## config.mk

```make
export PLATFORM = sky130hd
export DESIGN_NAME = forward_hazard_unit
export DESIGN_NICKNAME = d
export VERILOG_FILES = /design/src/rtl/forward_hazard_unit.sv
export SDC_FILE = /design/constraint.sdc
export NUM_CORES = 1
export LEC_CHECK = 0
export CORE_AREA = 4 4 56 68
export DETAILED_ROUTE_END_ITERATION = 10
export DIE_AREA = 0 0 60 72
export HOLD_SLACK_MARGIN = 0.02
export PLACE_DENSITY = 0.81
export SKIP_CTS_REPAIR_TIMING = 1
export SYNTH_ARGS = -nofsm -noshare
export SYNTH_HDL_FRONTEND = slang
export SYNTH_SLANG_ARGS = --single-unit
```

## constraint.sdc

```tcl
create_clock -name clk -period 3.1 [get_ports clk]
set_input_delay 0.62 -clock clk [delete_from_list [all_inputs] [get_ports clk]]
set_output_delay 0.62 -clock clk [all_outputs]
set_load 0.005 [all_outputs]
```

## src/rtl/forward_hazard_unit.sv

```systemverilog
// ID-stage operand forwarding and hazard detection. Selects are registered into EX. Also contains
// a run/stall/freeze FSM and a saturating stall-cycle counter.
module forward_hazard_unit #(
  parameter int unsigned NUM_SRC = 3,
  parameter int unsigned ADDR_W  = 4,
  parameter int unsigned CNT_W   = 16
) (
  input  logic                      clk,
  input  logic                      rst,
  input  logic                      fwd_en,
  input  logic                      mem_busy,
  input  logic                      id_valid,
  input  logic [NUM_SRC*ADDR_W-1:0] id_src,
  input  logic [NUM_SRC-1:0]        id_src_used,
  input  logic                      ex_wb_en,
  input  logic                      ex_mem_read,
  input  logic [ADDR_W-1:0]         ex_dest,
  input  logic                      mem_wb_en,
  input  logic [ADDR_W-1:0]         mem_dest,
  output logic [NUM_SRC*2-1:0]      sel_src,
  output logic                      stall,
  output logic                      bubble,
  output logic [CNT_W-1:0]          stall_cnt
);

  typedef enum logic [1:0] {
    RUN    = 2'd0,
    STALL  = 2'd1,
    FROZEN = 2'd2
  } state_e;

  state_e                 state_q, state_d;
  logic [NUM_SRC-1:0]     match_ex, match_mem;
  logic                   haz_ld, haz_nf, hazard;
  logic [NUM_SRC*2-1:0]   next_sel, sel_d, sel_q;
  logic [CNT_W-1:0]       cnt_d, cnt_q;

  // Source matching against EX and MEM destinations; EX wins when both match.
  always_comb begin
    match_ex  = '0;
    match_mem = '0;
    for (int unsigned i = 0; i < NUM_SRC; i++) begin
      match_ex[i]  = id_valid & id_src_used[i] & ex_wb_en &
                     (id_src[i*ADDR_W +: ADDR_W] == ex_dest);
      match_mem[i] = id_valid & id_src_used[i] & mem_wb_en &
                     (id_src[i*ADDR_W +: ADDR_W] == mem_dest);
    end

    haz_ld = (|match_ex) & ex_mem_read;
    haz_nf = ~fwd_en & (|(match_ex | match_mem));
    hazard = haz_ld | haz_nf;

    next_sel = '0;
    for (int unsigned i = 0; i < NUM_SRC; i++) begin
      if (fwd_en && !hazard) begin
        if (match_ex[i]) begin
          next_sel[i*2 +: 2] = 2'b01;
        end else if (match_mem[i]) begin
          next_sel[i*2 +: 2] = 2'b10;
        end
      end
    end
  end

  always_comb begin
    state_d = state_q;
    unique case (state_q)
      RUN, STALL: begin
        if (mem_busy)    state_d = FROZEN;
        else if (hazard) state_d = STALL;
        else             state_d = RUN;
      end
      FROZEN: begin
        if (!mem_busy) state_d = hazard ? STALL : RUN;
      end
      default: state_d = RUN;
    endcase

    stall  = mem_busy | hazard;
    bubble = hazard & ~mem_busy;

    // EX is frozen while memory is busy, so its selects must hold.
    if (mem_busy)    sel_d = sel_q;
    else if (hazard) sel_d = '0;
    else             sel_d = next_sel;

    cnt_d = (stall && (cnt_q != '1)) ? cnt_q + 1'b1 : cnt_q;
  end

  always_ff @(posedge clk) begin
    if (!rst) begin
      state_q <= RUN;
      sel_q   <= '0;
      cnt_q   <= '0;
    end else begin
      state_q <= state_d;
      sel_q   <= sel_d;
      cnt_q   <= cnt_d;
    end
  end

  assign sel_src   = sel_q;
  assign stall_cnt = cnt_q;

endmodule

```

Yosys cells after proc, flatten, opt, wreduce, memory -nomap -nowiden
Index checks and enable logic that the tools add are counted.
{"block": "word_totals", "regBits": 22, "latchBits": 0, "ram_bits": 0, "mem_bits_ro": 0, "inputBits": 31, "wordCells": 48, "memories": 0}
{"block": "op_classes", "addsub": 1, "n_mul": 0, "div_mod_pow": 0, "magnitude_cmp": 0, "n_eq_ne": 7, "n_shift": 0, "n_mux": 10, "n_bitwise": 23, "n_reduce_logical": 5}
{"operator": "4-bit equality test", "n": 6}
{"operator": "1-bit AND", "n": 18}
{"operator": "2-bit 2-to-1 mux", "n": 9}
{"operator": "16-bit by 1-bit adder with 16-bit output (second input constant)", "n": 1}
{"operator": "16-bit != test (second input constant)", "n": 1}
{"operator": "6-bit 2-to-1 mux", "n": 1}
{"operator": "3-bit OR reduction", "n": 2}
{"operator": "3-bit OR", "n": 1}
{"operator": "1-bit logical AND", "n": 2}
{"operator": "1-bit NOT", "n": 2}
{"operator": "1-bit OR", "n": 2}
{"operator": "1-bit logical NOT", "n": 1}

Logic depth before layout (Yosys ltp)
Gate-level depths: netlist (run 1).
{"block": "logic_depth", "ltp_word": 11, "ltp_mapped": 9, "mapped_depth_nobuf": 7}

Worst setup path after synthesis (run 1)
Ideal clock, no wire load.
{"block": "synth_timing", "kind": "input to output", "startpoint": "in ex_dest[3]", "endpoint": "out stall", "arrival_time_ps": 1838, "required_time_ps": 2480, "path_slack_ps": 642, "stages": 7, "path_buffers": 2, "cell_sequence": "xor2_1 > or4_4 > nand3_2 > a211oi_2 > buf_6 > buf_2 > inv_1"}
{"block": "synth_via", "elab_chain_len": 7}
{"item": "from (decl)", "line_no": "17", "text": "input logic [ADDR_W-1:0] ex_dest,"}
{"item": "4-bit equality test", "line_no": "44", "text": "(id_src[i*ADDR_W +: ADDR_W] == ex_dest);"}
{"item": "1-bit AND", "line_no": "43", "text": "match_ex[i] = id_valid & id_src_used[i] & ex_wb_en &"}
{"item": "3-bit OR", "line_no": "50", "text": "haz_nf = ~fwd_en & (|(match_ex | match_mem));"}
{"item": "3-bit OR reduction", "line_no": "50"}
{"item": "1-bit AND", "line_no": "50"}
{"item": "1-bit OR *", "line_no": "51", "text": "hazard = haz_ld | haz_nf;"}
{"item": "1-bit OR *", "line_no": "79", "text": "stall = mem_busy | hazard;"}
{"item": "to (decl)", "line_no": "21", "text": "output logic stall,"}
Every way passes the cells marked *; elsewhere a longest branch is shown, timed or not.

Worst setup path in the final report (run 1)
{"block": "layout_timing", "startpoint": "in id_src[5]", "endpoint": "out bubble"}
{"block": "layout_via", "elab_chain_len": 7}
{"item": "from (decl)", "line_no": "13", "text": "input logic [NUM_SRC*ADDR_W-1:0] id_src,"}
{"item": "4-bit equality test (on tied branches)", "line_no": "44, 46"}
{"item": "1-bit AND (on tied branches)", "line_no": "43, 45"}
{"item": "3-bit OR", "line_no": "50"}
{"item": "3-bit OR reduction", "line_no": "50"}
{"item": "1-bit AND", "line_no": "50"}
{"item": "1-bit OR *", "line_no": "51"}
{"item": "1-bit AND *", "line_no": "80", "text": "bubble = hazard & ~mem_busy;"}
{"item": "to (decl)", "line_no": "22", "text": "output logic bubble,"}
Marks and branches as above.

==> impl_metrics.ini, run 1 <==
[outcome]
status = finished clean

[detailed_routing]
postRouteAntennaNets = 0
drc_errors = 0
drtIter0Drc = 52
wire_per_inst_um = 14.8
route.vias.total = 1503
viasPerCell = 5.69
wirelength_um = 3920
dr.pass1.iters = 4

[place]
gp_congestion = 0.817
post-place-ws_ps = -202
place_inst = 258
post-dp-hpwl_um = 2990
placed_area_mm2 = 0.00201
port_buffers = 54

[synthesis]
syn_area_mm2 = 0.00139
synth_enable_flop_cells = 0
yosys-top-cells-area = dfxtp_1, xor2_1, a21oi_1, xnor2_1, nand4_1
synth_top_area_share = 0.317
seq_area_frac_synth = 0.317
synthArstFlopShare = 0
synth_xor_area_frac = 0.151
syn-num-nets = 197
yosys.area_share.adder = 0.00902
synthSimpleGateAreaFrac = 0.291
yosys.area.top_type = dfxtp_1
synth.distinct_cells = 37
synth_cells = 165
synthMuxAreaShare = 0.0216
yosys_register_bits = 22
yosys_warnings = 0
syn_avg_cell_area_um2 = 8.41
synth_top_family_by_area = simple AND/OR/NAND/NOR gates
synth_compound_area_frac = 0.172
synth_ff_type = dfxtp_1

[timing]
slew_headroom = 0.682
fmax_mhz = 336
max_slew.worst_pin.slew_ps = 476
whs_ps = 491
finalSetupViolations = 0
finalCritPeriodShare = 0.961
fin_crit_ps = 2980
hold_viol_final = 0
slew_violations = 0
fin_ws_ps = 120
clock-skew-final_ps = 2.05

[layout]
fillerInstances = 272
antenna_cells = 0
final_nets = 260
stdcell_area_mm2 = 0.00212
seq_area_um2 = 440
multi_input_area_um2 = 922
fin_cells = 264
syn_to_final_growth_pct = 52.9
drive_above_1_share = 0.110

[critical_path]
cp_max_fo = 2
critPathArrivalTime_ps = 2360
end_kind = output port
critPathRequiredTime_ps = 2480
cp-startpoint = id_src[5]
timing.rr.start = stall_cnt[0]$_SDFFE_PN0P_
start_kind = input port
crit_type = in -> out

[grt]
grt_pass1_wl_um = 6020
grt_use_total = 0.177
use_met2 = 0.335
grt_max_degree = 30
grt_pass1_vias = 1431
antenna_found_initial = 0
grt_use_met3 = 0.0391
globalRouteMet1Util = 0.179
global_route.peak_usage_layer = met2
grt-ovfl-total = 0

[clocking]
htree_levels = 1
clock_tree.root_cell = clkbuf_8
path_clk_slew_ps = 80
cts_max_path_buffers = 2
cts-buffers-inserted = 3
cts_sinks = 22
insertion_delay_ps = 260
cts_tree = built

[run]
cap_violations = 0

[pwr]
vdd_drop_max_v = 0.000242
clkPwrFrac = 0.337
switchingPower_uw = 156
seq_power_share = 0.466
power.total_uw = 618
leakage_nw = 0.793
power_density_mw_per_mm2 = 291
switching_share = 0.252
p_int_uw = 462
pwr-share-comb = 0.197

[floorplanning]
core_mm2 = 0.00322
initial_core_util = 0.431
ios = 55
num_rows = 23
die_area_mm2 = 0.00432
die_h_um = 72
die_w_um = 60

[worst_hold_path]
min_path_type = reg -> reg
min-delay-start = stall_cnt[5]$_SDFFE_PN0P_
==> metal layers <==
metal  part of all wire  wire length (um)
met2               0.53              2090
met4              0.033               129
met1               0.36              1420
met5                  0                 0
met3              0.071               278
==> stage by stage <==
stage | setup TNS, ps | utilization
after floorplan | 0 | -
after global placement | -268 | 0.622
after detailed placement | -386 | 0.622
after CTS | -399 | 0.639
after global routing | -16.3 | 0.658
final | 0 | 0.658
==> cells in the mapped netlist (all sizes together), types with 5 or more instances <==
cell type	count
nor4	7
nor2	10
dfxtp	22
nand2b	5
xor2	18
nor3	6
nand2	9
a21oi	13
or4	7
nand3	8
xnor2	6
nand4	8
==> worst max-delay path: stages <==
cell             delay (ps)
clkdlybuf4s50_1         510
xnor2_1                 130
nand4_1                 150
nor4_2                  370
o31a_1                  200
buf_4                   120
a21oi_1                  30
nor2_1                   90
dlymetal6s2s_1          140
==> power by group through the flow <==
stage                     registers (mW)  clock network [mW]  logic [mW]
after detailed placement           0.295                   0       0.117
after global routing               0.288               0.219       0.130
after floorplan                    0.294                   0      0.0482
after global placement             0.295                   0       0.114
final                              0.288               0.208       0.122
after CTS                          0.288               0.210       0.117
==> cell type report <==
cell class,count,share of cell area
clock buffer,4,0.0259
inverter,4,0.00708
multi-input combinational,132,0.435
sequential,22,0.208
tap,37,0.0218
timing repair buffer,65,0.303
==> worst paths after layout <==
check	to	slack, ps	cells past startpoint
setup / recovery	bubble	120	9
hold / removal	stall_cnt[5]$_SDFFE_PN0P_	490	2
setup reg to reg	stall_cnt[15]$_SDFFE_PN0P_	960	7
hold reg to reg	stall_cnt[5]$_SDFFE_PN0P_	490	2
==> placed cells by master, fill, tap and decap left out, types with 3 or more instances in the layout <==
master	Yosys	layout
o31ai_1	4	4
nand4_1	8	8
o21ai_0	4	4
inv_1	3	3
mux2i_1	3	3
or3_1	3	3
or4_4	3	3
nand3_1	7	7
a21oi_1	13	13
or4_1	4	4
dlymetal6s2s_1	0	8
xor2_1	18	18
nor3_1	6	6
buf_4	0	11
o31a_1	4	4
dfxtp_1	22	22
xnor2_1	6	5
nand2b_1	5	5
a32oi_1	3	3
o21a_1	3	3
nor4_1	7	4
nor4_2	0	3
clkbuf_8	0	4
clkdlybuf4s50_1	0	46
nand2_1	9	9
nor2_1	10	10
==> kinds of logic after synthesis <==
logic type / after synthesis
and+or+nand+nor: 69
AOI/OAI and AO/OA: 35
xor gates and xnor gates: 24
DFF: 22
buffers and inverters: 11
muxes: 3
adders and majority gates: 1
==> sequential cells by signal, summed over array words and instances (netlist names) <==
signal / flops
sel_src: 6
stall_cnt: 16
Power figures use the tool's default switching activity.
==> run 2, diff against run 1 <==
RECOVER_POWER = 25   (was default)
==> impl_metrics.ini, run 2 (synthesized netlist as in run 1, its figures left out) <==
[grt]
grt_max_degree = 30
use_met2 = 0.335
antenna_found_initial = 0
grt_pass1_vias = 1431
grt-ovfl-total = 0
grt_pass1_wl_um = 6020
grt_use_total = 0.177
globalRouteMet1Util = 0.179
global_route.peak_usage_layer = met2
grt_use_met3 = 0.0391

[timing]
finalSetupViolations = 0
whs_ps = 488
max_slew.worst_pin.slew_ps = 478
finalCritPeriodShare = 0.961
fin_crit_ps = 2980
fmax_mhz = 336
hold_viol_final = 0
slew_violations = 0
fin_setup_tns_ps = 0
slew_headroom = 0.681
fin_ws_ps = 120
clock-skew-final_ps = 1.54

[critical_path]
critPathRequiredTime_ps = 2480
cp_max_fo = 2
start_kind = input port
critPathArrivalTime_ps = 2360
crit_chain = clkdlybuf4s50_1 > xnor2_1 > nand4_1 > nor4_2 > o31a_1 > buf_4 > a21oi_1 > nor2_1 > dlymetal6s2s_1
crit_slowest_cell = clkdlybuf4s50_1
end_kind = output port
crit_type = in -> out
critical_path.max_stage_delay_ps = 510

[clocking]
cts_tree = built
cts_max_path_buffers = 2
clock_tree.root_cell = clkbuf_8
insertion_delay_ps = 260
path_clk_slew_ps = 80
cts-buffers-inserted = 3
cts_sinks = 22
htree_levels = 1

[pwr]
switching_share = 0.251
clkPwrFrac = 0.336
switchingPower_uw = 155
power_density_mw_per_mm2 = 291
pwr-share-comb = 0.197
vdd_drop_max_v = 0.000242
seq_power_share = 0.466
p_int_uw = 462
leakage_nw = 0.833

[detailed_routing]
wire_per_inst_um = 14.8
drc_errors = 0
viasPerCell = 5.72
postRouteAntennaNets = 0
drtIter0Drc = 52
wirelength_um = 3910
dr.pass1.iters = 4
route.vias.total = 1509

[layout]
layout_commonest_cell = clkdlybuf4s50_1
seq_area_um2 = 440
fillerInstances = 272
most-common-layout-cells = clkdlybuf4s50_1, dfxtp_1, xor2_1
drive_above_1_share = 0.110
multi_input_area_um2 = 922
antenna_cells = 0
syn_to_final_growth_pct = 52.9
largest_register_ff_count = 16
final_nets = 260

[place]
port_buffers = 54
gp_congestion = 0.817
post-place-ws_ps = -202
post-dp-hpwl_um = 2990

[floorplanning]
die_h_um = 72
num_rows = 23
ios = 55
die_w_um = 60
die_area_mm2 = 0.00432
initial_core_util = 0.431
core_mm2 = 0.00322

[outcome]
status = finished clean

[worst_hold_path]
min_path_type = reg -> reg

[run]
cap_violations = 0
-- run 2: changes by cell type in the layout (fill, tap and decap cells not counted), sizes merged --
cell / delta
clkdlybuf4s50: -11
dlygate4sd3: +11
-- run 2: final timing paths --
| kind | start | endpoint | slack (ps) | cells past startpoint |
|---|---|---|---|---|
| worst max-delay path | id_src[5] | bubble | 120 | 9 |
| worst min-delay path | stall_cnt[5]$_SDFFE_PN0P_ | stall_cnt[5]$_SDFFE_PN0P_ | 490 | 2 |
| worst max register to register | stall_cnt[0]$_SDFFE_PN0P_ | stall_cnt[15]$_SDFFE_PN0P_ | 960 | 7 |
| worst min register to register | stall_cnt[5]$_SDFFE_PN0P_ | stall_cnt[5]$_SDFFE_PN0P_ | 490 | 2 |
-- run 2: critical path, delay by kind of cell --
family	cells	cell delay (ps)
XOR/XNOR	1	130
buffers and inverters	3	770
AND/OR/NAND/NOR	3	610
AO/OA/AOI/OAI	2	230
-- run 2: through the flow --
step | cells | cell area (um2) | total power, mW | utilization
global placement | 258 | 2010 | 0.409 | 0.622
global route | 264 | 2120 | 0.638 | 0.658
floorplan | 165 | 1390 | 0.342 | -
detailed placement | 258 | 2010 | 0.411 | 0.622
finish | 264 | 2120 | 0.617 | 0.658
CTS | 262 | 2060 | 0.615 | 0.639
-- run 2: area by class of cell --
type / instances / area share
inverter: 4 / 0.00708
clock buffer: 4 / 0.0259
multi-input combinational: 132 / 0.435
sequential: 22 / 0.208
tap: 37 / 0.0218
timing repair buffer: 65 / 0.303
-- run 2: power by group through the flow --
stage          Combinational (mW)  Sequential [mW]  Clock [mW]
2_1_floorplan              0.0482            0.294           0
3_3_place_gp                0.114            0.295           0
3_5_place_dp                0.117            0.295           0
4_1_cts                     0.117            0.288       0.210
5_1_grt                     0.130            0.288       0.219
6_report                    0.122            0.288       0.208
-- run 2: metal layers --
metal | wire [um] | up-vias
met5 | 0 | -
met4 | 129 | 0
met3 | 292 | 10
met2 | 2090 | 59
met1 | 1400 | 690
li1 | - | 750
==> run 3, diff against run 2 <==
ABC_CLOCK_PERIOD_IN_PS = 3100   (was default)
CORE_AREA = 2 2 54 66   (was 4 4 56 68)
DIE_AREA = 0 0 56 68   (was 0 0 60 72)
==> impl_metrics.ini, run 3 (synthesized netlist as in run 1, its figures left out) <==
[critical_path]
critPathRequiredTime_ps = 2480
critPathArrivalTime_ps = 2200
cp_max_fo = 2
crit_type = in -> out
start_kind = input port
end_kind = output port

[clocking]
cts_sinks = 22
path_clk_slew_ps = 80
cts_tree = built
cts-buffers-inserted = 3
htree_levels = 1
insertion_delay_ps = 270
clock_tree.root_cell = clkbuf_8
cts_max_path_buffers = 2

[detailed_routing]
route.vias.total = 1503
postRouteAntennaNets = 0
wire_per_inst_um = 14.7
dr.pass1.iters = 4
wirelength_um = 3900
drc_errors = 0
viasPerCell = 5.67
drtIter0Drc = 47

[timing]
finalSetupViolations = 0
fin_ws_ps = 279
rsz0062_at_grt = false
clock-skew-final_ps = 7.46
slew_violations = 0
finalCritPeriodShare = 0.910
slew_headroom = 0.699
max_slew.worst_pin.slew_ps = 452
fin_crit_ps = 2820
fmax_mhz = 354
hold_viol_final = 0
whs_ps = 498

[grt]
global_route.peak_usage_layer = met2
grt_use_met3 = 0.0491
grt_pass1_wl_um = 5850
grt_pass1_vias = 1386
grt_use_total = 0.195
globalRouteMet1Util = 0.187
antenna_found_initial = 0
use_met2 = 0.385
grt-ovfl-total = 0
grt_max_degree = 30

[floorplanning]
die_h_um = 68
die_area_mm2 = 0.00381
core_mm2 = 0.00322
num_rows = 23
die_w_um = 56
initial_core_util = 0.431
ios = 55

[place]
placed_area_mm2 = 0.00202
post-place-ws_ps = -259
place_inst = 260
gp_congestion = 0.844
post-dp-hpwl_um = 2840
port_buffers = 54

[pwr]
switchingPower_uw = 162
seq_power_share = 0.421
pwr-share-comb = 0.180
vdd_drop_max_v = 0.000271
p_int_uw = 521
leakage_nw = 0.977
switching_share = 0.238
clkPwrFrac = 0.399
power_density_mw_per_mm2 = 309

[worst_hold_path]
min_path_type = reg -> reg

[layout]
utilization = 0.686
fin_cells = 265
final_nets = 261
most-common-layout-cells = dlymetal6s2s_1, dfxtp_1, clkdlybuf4s50_1
stdcell_area_mm2 = 0.00221
drive_above_1_share = 0.127
largest_register_ff_count = 16
antenna_cells = 0
syn_to_final_growth_pct = 59.3

[run]
cap_violations = 0

[outcome]
status = finished clean
-- run 3: changes by cell type in the layout (fill, tap and decap cells not counted), sizes merged --
cell,previous run,this run
buf,11,12
bufinv,0,1
clkbuf,4,3
clkdlybuf4s50,35,21
dlymetal6s2s,8,22
-- run 3: stage by stage --
stage	setup TNS, ps	power [mW]
floorplan	0	0.342
global placement	-422	0.412
detailed placement	-505	0.413
CTS	-497	0.680
global route	0	0.703
finish	0	0.684
-- run 3: layout make-up --
class	count	area, um2
clock buffers	3	41.3
inverters	4	15.0
flip-flops and latches	22	440
fillers	252	1010
well taps	37	46.3
repair buffers	66	686
clock inverters	1	30.0
multi-input cells	132	952
-- run 3: final timing paths --
path / endpoint / cells past startpoint / startpoint / slack, ps
worst max register to register: stall_cnt[15]$_SDFFE_PN0P_ / 7 / stall_cnt[0]$_SDFFE_PN0P_ / 1040
worst min register to register: sel_src[2]$_SDFFE_PN0N_ / 2 / sel_src[2]$_SDFFE_PN0N_ / 500
worst min-delay path: sel_src[2]$_SDFFE_PN0N_ / 2 / sel_src[2]$_SDFFE_PN0N_ / 500
worst max-delay path: stall / 7 / id_src[0] / 280
-- run 3: routing by layer --
metal,part of all wire,up-vias
met5,0,-
met3,0.065,11
li1,-,738
met2,0.55,62
met1,0.35,692
met4,0.034,0
-- run 3: critical path: stages --
cell,delay (ps)
clkdlybuf4s50_1,540
xor2_2,170
nor4_2,80
o31a_1,320
a211oi_2,220
inv_1,80
dlymetal6s2s_1,160
-- run 3: power groups by stage --
| stage | registers (mW) | logic (mW) | clock network [mW] |
|---|---|---|---|
| 6_report | 0.288 | 0.123 | 0.273 |
| 5_1_grt | 0.288 | 0.133 | 0.282 |
| 4_1_cts | 0.288 | 0.119 | 0.273 |
| 3_5_place_dp | 0.295 | 0.118 | 0 |
| 3_3_place_gp | 0.294 | 0.117 | 0 |
| 2_1_floorplan | 0.294 | 0.0482 | 0 |
==> RTL edit 1: new RTL, config.mk and constraints of run 1 <==
Put one more register stage on the output `stall_cnt`. The value now appears one clock later. The other outputs are not delayed to match.
--- a/src/rtl/forward_hazard_unit.sv
+++ b/src/rtl/forward_hazard_unit.sv
@@ -100,7 +100,9 @@
   end
 
   assign sel_src   = sel_q;
-  assign stall_cnt = cnt_q;
+  always_ff @(posedge clk) begin
+    stall_cnt <= cnt_q;
+  end
 
 endmodule
 
Check against the original RTL: not equivalent (a bounded check fails within 4 cycles, from zero or initial values and one cycle with rst low).
==> RTL edit 1 against run 1 <==
  * Cell area rose by 20%
  * Area after synthesis is 21% higher
  * Worst hold slack worse by 0.10 ns
  * Combinational power increased by 9.8%
  * Routed wire length rose by 10%
  * Setup slack worse by 0.026 ns
  * Total power is 58% higher
  * Utilization is 13 points higher
  * Sequential cell count grew 16
==> RTL edit 1: results <==
[drt]
routed_wl_met3_um = 234
routed-wl-met2_um = 2410
drt-initial-drc-count = 43
route.vias.total = 1624
wl_per_cell_um = 14.7
drt-met1-wl_um = 1490

[critical_path]
r2r-end = cnt_q[15]$_SDFFE_PN0P_
r2r.worst_path.cells = 6
crit_path_max_fanout = 3
setup.reg_to_reg.worst_slack_ns = 1.00
r2r-start = cnt_q[2]$_SDFFE_PN0P_
crit_start = ex_wb_en
critPathArrivalTime_ns = 2.39

[timing]
timing.hold.ws_ns = 0.387
max_slew.worst_pin.slew_ns = 0.461
finalClockSkew_ns = 0.00440

[placed_design]
detailed_place_hpwl_um = 3370
finalWeightedCongestion = 0.846
dpl-instance-area_mm2 = 0.00240

[power]
ir_drop_mv = 0.369
static-leakage-power_nw = 1.02

[synth]
synth.area.mux_share_pct = 0
synth_compound_area_share_pct = 15.7
yosys-top-cells-count = sky130_fd_sc_hd__dfxtp_1 (38), sky130_fd_sc_hd__xor2_1 (19), sky130_fd_sc_hd__nor2_1 (14)
post_synth_fa_ha_maj_area_fraction_pct = 0.748
xor_xnor_cell_area_share_of_the_yosys_netlist_pct = 13.6
sequential_share_of_the_synthesized_area_pct = 45.5
mappedNetlistNets = 208
synth_area_leaders = sky130_fd_sc_hd__dfxtp_1 (45%), sky130_fd_sc_hd__xor2_1 (9.9%), sky130_fd_sc_hd__a21oi_1 (3.9%), sky130_fd_sc_hd__xnor2_1 (3.7%), sky130_fd_sc_hd__nor2_1 (3.1%)
synth-async-reset-ratio_pct = 0

[clock_tree]
numCtsBuffers = 5
worst_skew_pair.late_latency_ns = 0.28
cts_htree_levels = 2

[hold_path]
worst_hold_path.endpoint = stall_cnt[14]$_DFF_P_
hold_class = flip-flop to flip-flop
min_delay_path_depth = 0
hold_path.startpoint = cnt_q[14]$_SDFFE_PN0P_

[global_routing]
global_route_met2_utilization_pct = 38.9
grt_max_degree = 22
grt_util_all_layers_pct = 20.2
grt_first_pass_wirelength_um = 6640
met1_usage_pct = 19.3

[finish]
final_layout_size_suffix_gt1_share_pct = 15.2
final_net_count = 288
nFillCells = 212

[status]
run_status = complete, no violations
-- RTL edit 1: logic make-up after synthesis --
| group | after synthesis |
|---|---|
| AOI/OAI and AO/OA | 37 |
| xor gates and xnor gates | 26 |
| adders and majority gates | 1 |
| buffers and inverters | 12 |
| DFF | 38 |
| and+or+nand+nor | 62 |
-- RTL edit 1: metrics by stage --
stage | setup WS [ns] | util [%] | power, mW | setup TNS (ns) | instances
floorplan | 0.624 | - | 0.558 | 0 | 176
CTS | -0.348 | 77.4 | 0.985 | -0.658 | 293
global route | 0.0298 | 78.8 | 1.02 | 0 | 294
detailed placement | -0.347 | 74.5 | 0.645 | -1.25 | 285
global placement | -0.297 | 74.5 | 0.639 | -0.700 | 285
finish | 0.0945 | 78.8 | 0.975 | 0 | 294
-- RTL edit 1: report_power, final --
part / switching, mW / internal, mW / total, mW
sequential: 0.00607 / 0.495 / 0.501
combinational: 0.0587 / 0.0752 / 0.134
clock: 0.162 / 0.178 / 0.341
total: 0.227 / 0.748 / 0.975
-- RTL edit 1: critical path, stage by stage --
cell                              delay (ns)
sky130_fd_sc_hd__clkdlybuf4s50_1        0.51
sky130_fd_sc_hd__nand4_1                0.13
sky130_fd_sc_hd__or4_4                  0.58
sky130_fd_sc_hd__a32oi_4                0.27
sky130_fd_sc_hd__nor2_1                 0.07
sky130_fd_sc_hd__nor2_1                 0.08
sky130_fd_sc_hd__dlymetal6s2s_1         0.13
-- RTL edit 1: cell type report --
type / count / area share, %
multi-input combinational: 126 / 34.3
sequential: 38 / 30.0
timing repair buffer: 77 / 29.0
clock buffer: 6 / 3.25
tap: 37 / 1.82
inverter: 8 / 1.18
clock inverter: 2 / 0.493
==> RTL edit 2: new RTL, settings of run 1 <==
Without the edit above. Change the parameter `CNT_W` from 16 to 32.
--- a/src/rtl/forward_hazard_unit.sv
+++ b/src/rtl/forward_hazard_unit.sv
@@ -3,7 +3,7 @@
 module forward_hazard_unit #(
   parameter int unsigned NUM_SRC = 3,
   parameter int unsigned ADDR_W  = 4,
-  parameter int unsigned CNT_W   = 16
+  parameter int unsigned CNT_W   = 32
 ) (
   input  logic                      clk,
   input  logic                      rst,
Interface: changed (resized stall_cnt); port bits go from 55 to 71. The function was not compared with the original's and may differ.
==> RTL edit 2 against run 1 <==
  * The flow now stops in 3_3_place_gp
  * Area after synthesis up 59%
==> RTL edit 2: results <==
[status]
run_status = did not finish
stage_reached = 3_3_place_gp
run.stop_error = [ERROR GPL-0301] Utilization 100.423 % exceeds 100%.

[synth]
syn-instance-count = 266
mappedNetlistNets = 298
synth_cell_type_count = 36
yosys-top-cells-count = sky130_fd_sc_hd__dfxtp_1 (38), sky130_fd_sc_hd__a21oi_1 (34), sky130_fd_sc_hd__o31ai_1 (21), sky130_fd_sc_hd__or4_1 (21), sky130_fd_sc_hd__xor2_1 (18)
ys_dominant_reg_cell = sky130_fd_sc_hd__dfxtp_1
sequential_share_of_the_synthesized_area_pct = 34.4
synth-seq-cells = 38
synth-async-reset-ratio_pct = 0
syn_area_mm2 = 0.00221
synth_area_leaders = sky130_fd_sc_hd__dfxtp_1 (34%), sky130_fd_sc_hd__a21oi_1 (7.7%), sky130_fd_sc_hd__o31ai_1 (7.1%), sky130_fd_sc_hd__or4_1 (7.1%), sky130_fd_sc_hd__xor2_1 (7.1%)
yosys_warnings = 0

[placed_design]
input_output_buffers = 70
RTL edit 2: changes by cell type after synthesis, sizes merged, moves of 5 or more:
cell,before,now
or4,7,24
a21oi,13,34
or3,3,10
o31ai,4,21
and3,1,6
clkbuf,4,12
and4,1,6
nand2,9,14
o21ai,4,9
nand4,8,16
dfxtp,22,38
RTL edit 2: kinds of logic after synthesis:
logic type	synth area share [%]
and+or+nand+nor	30.0
AOI/OAI and AO/OA	20.9
DFF	34.4
xor gates and xnor gates	9.50
buffers and inverters	4.64
adders and majority gates	0.566
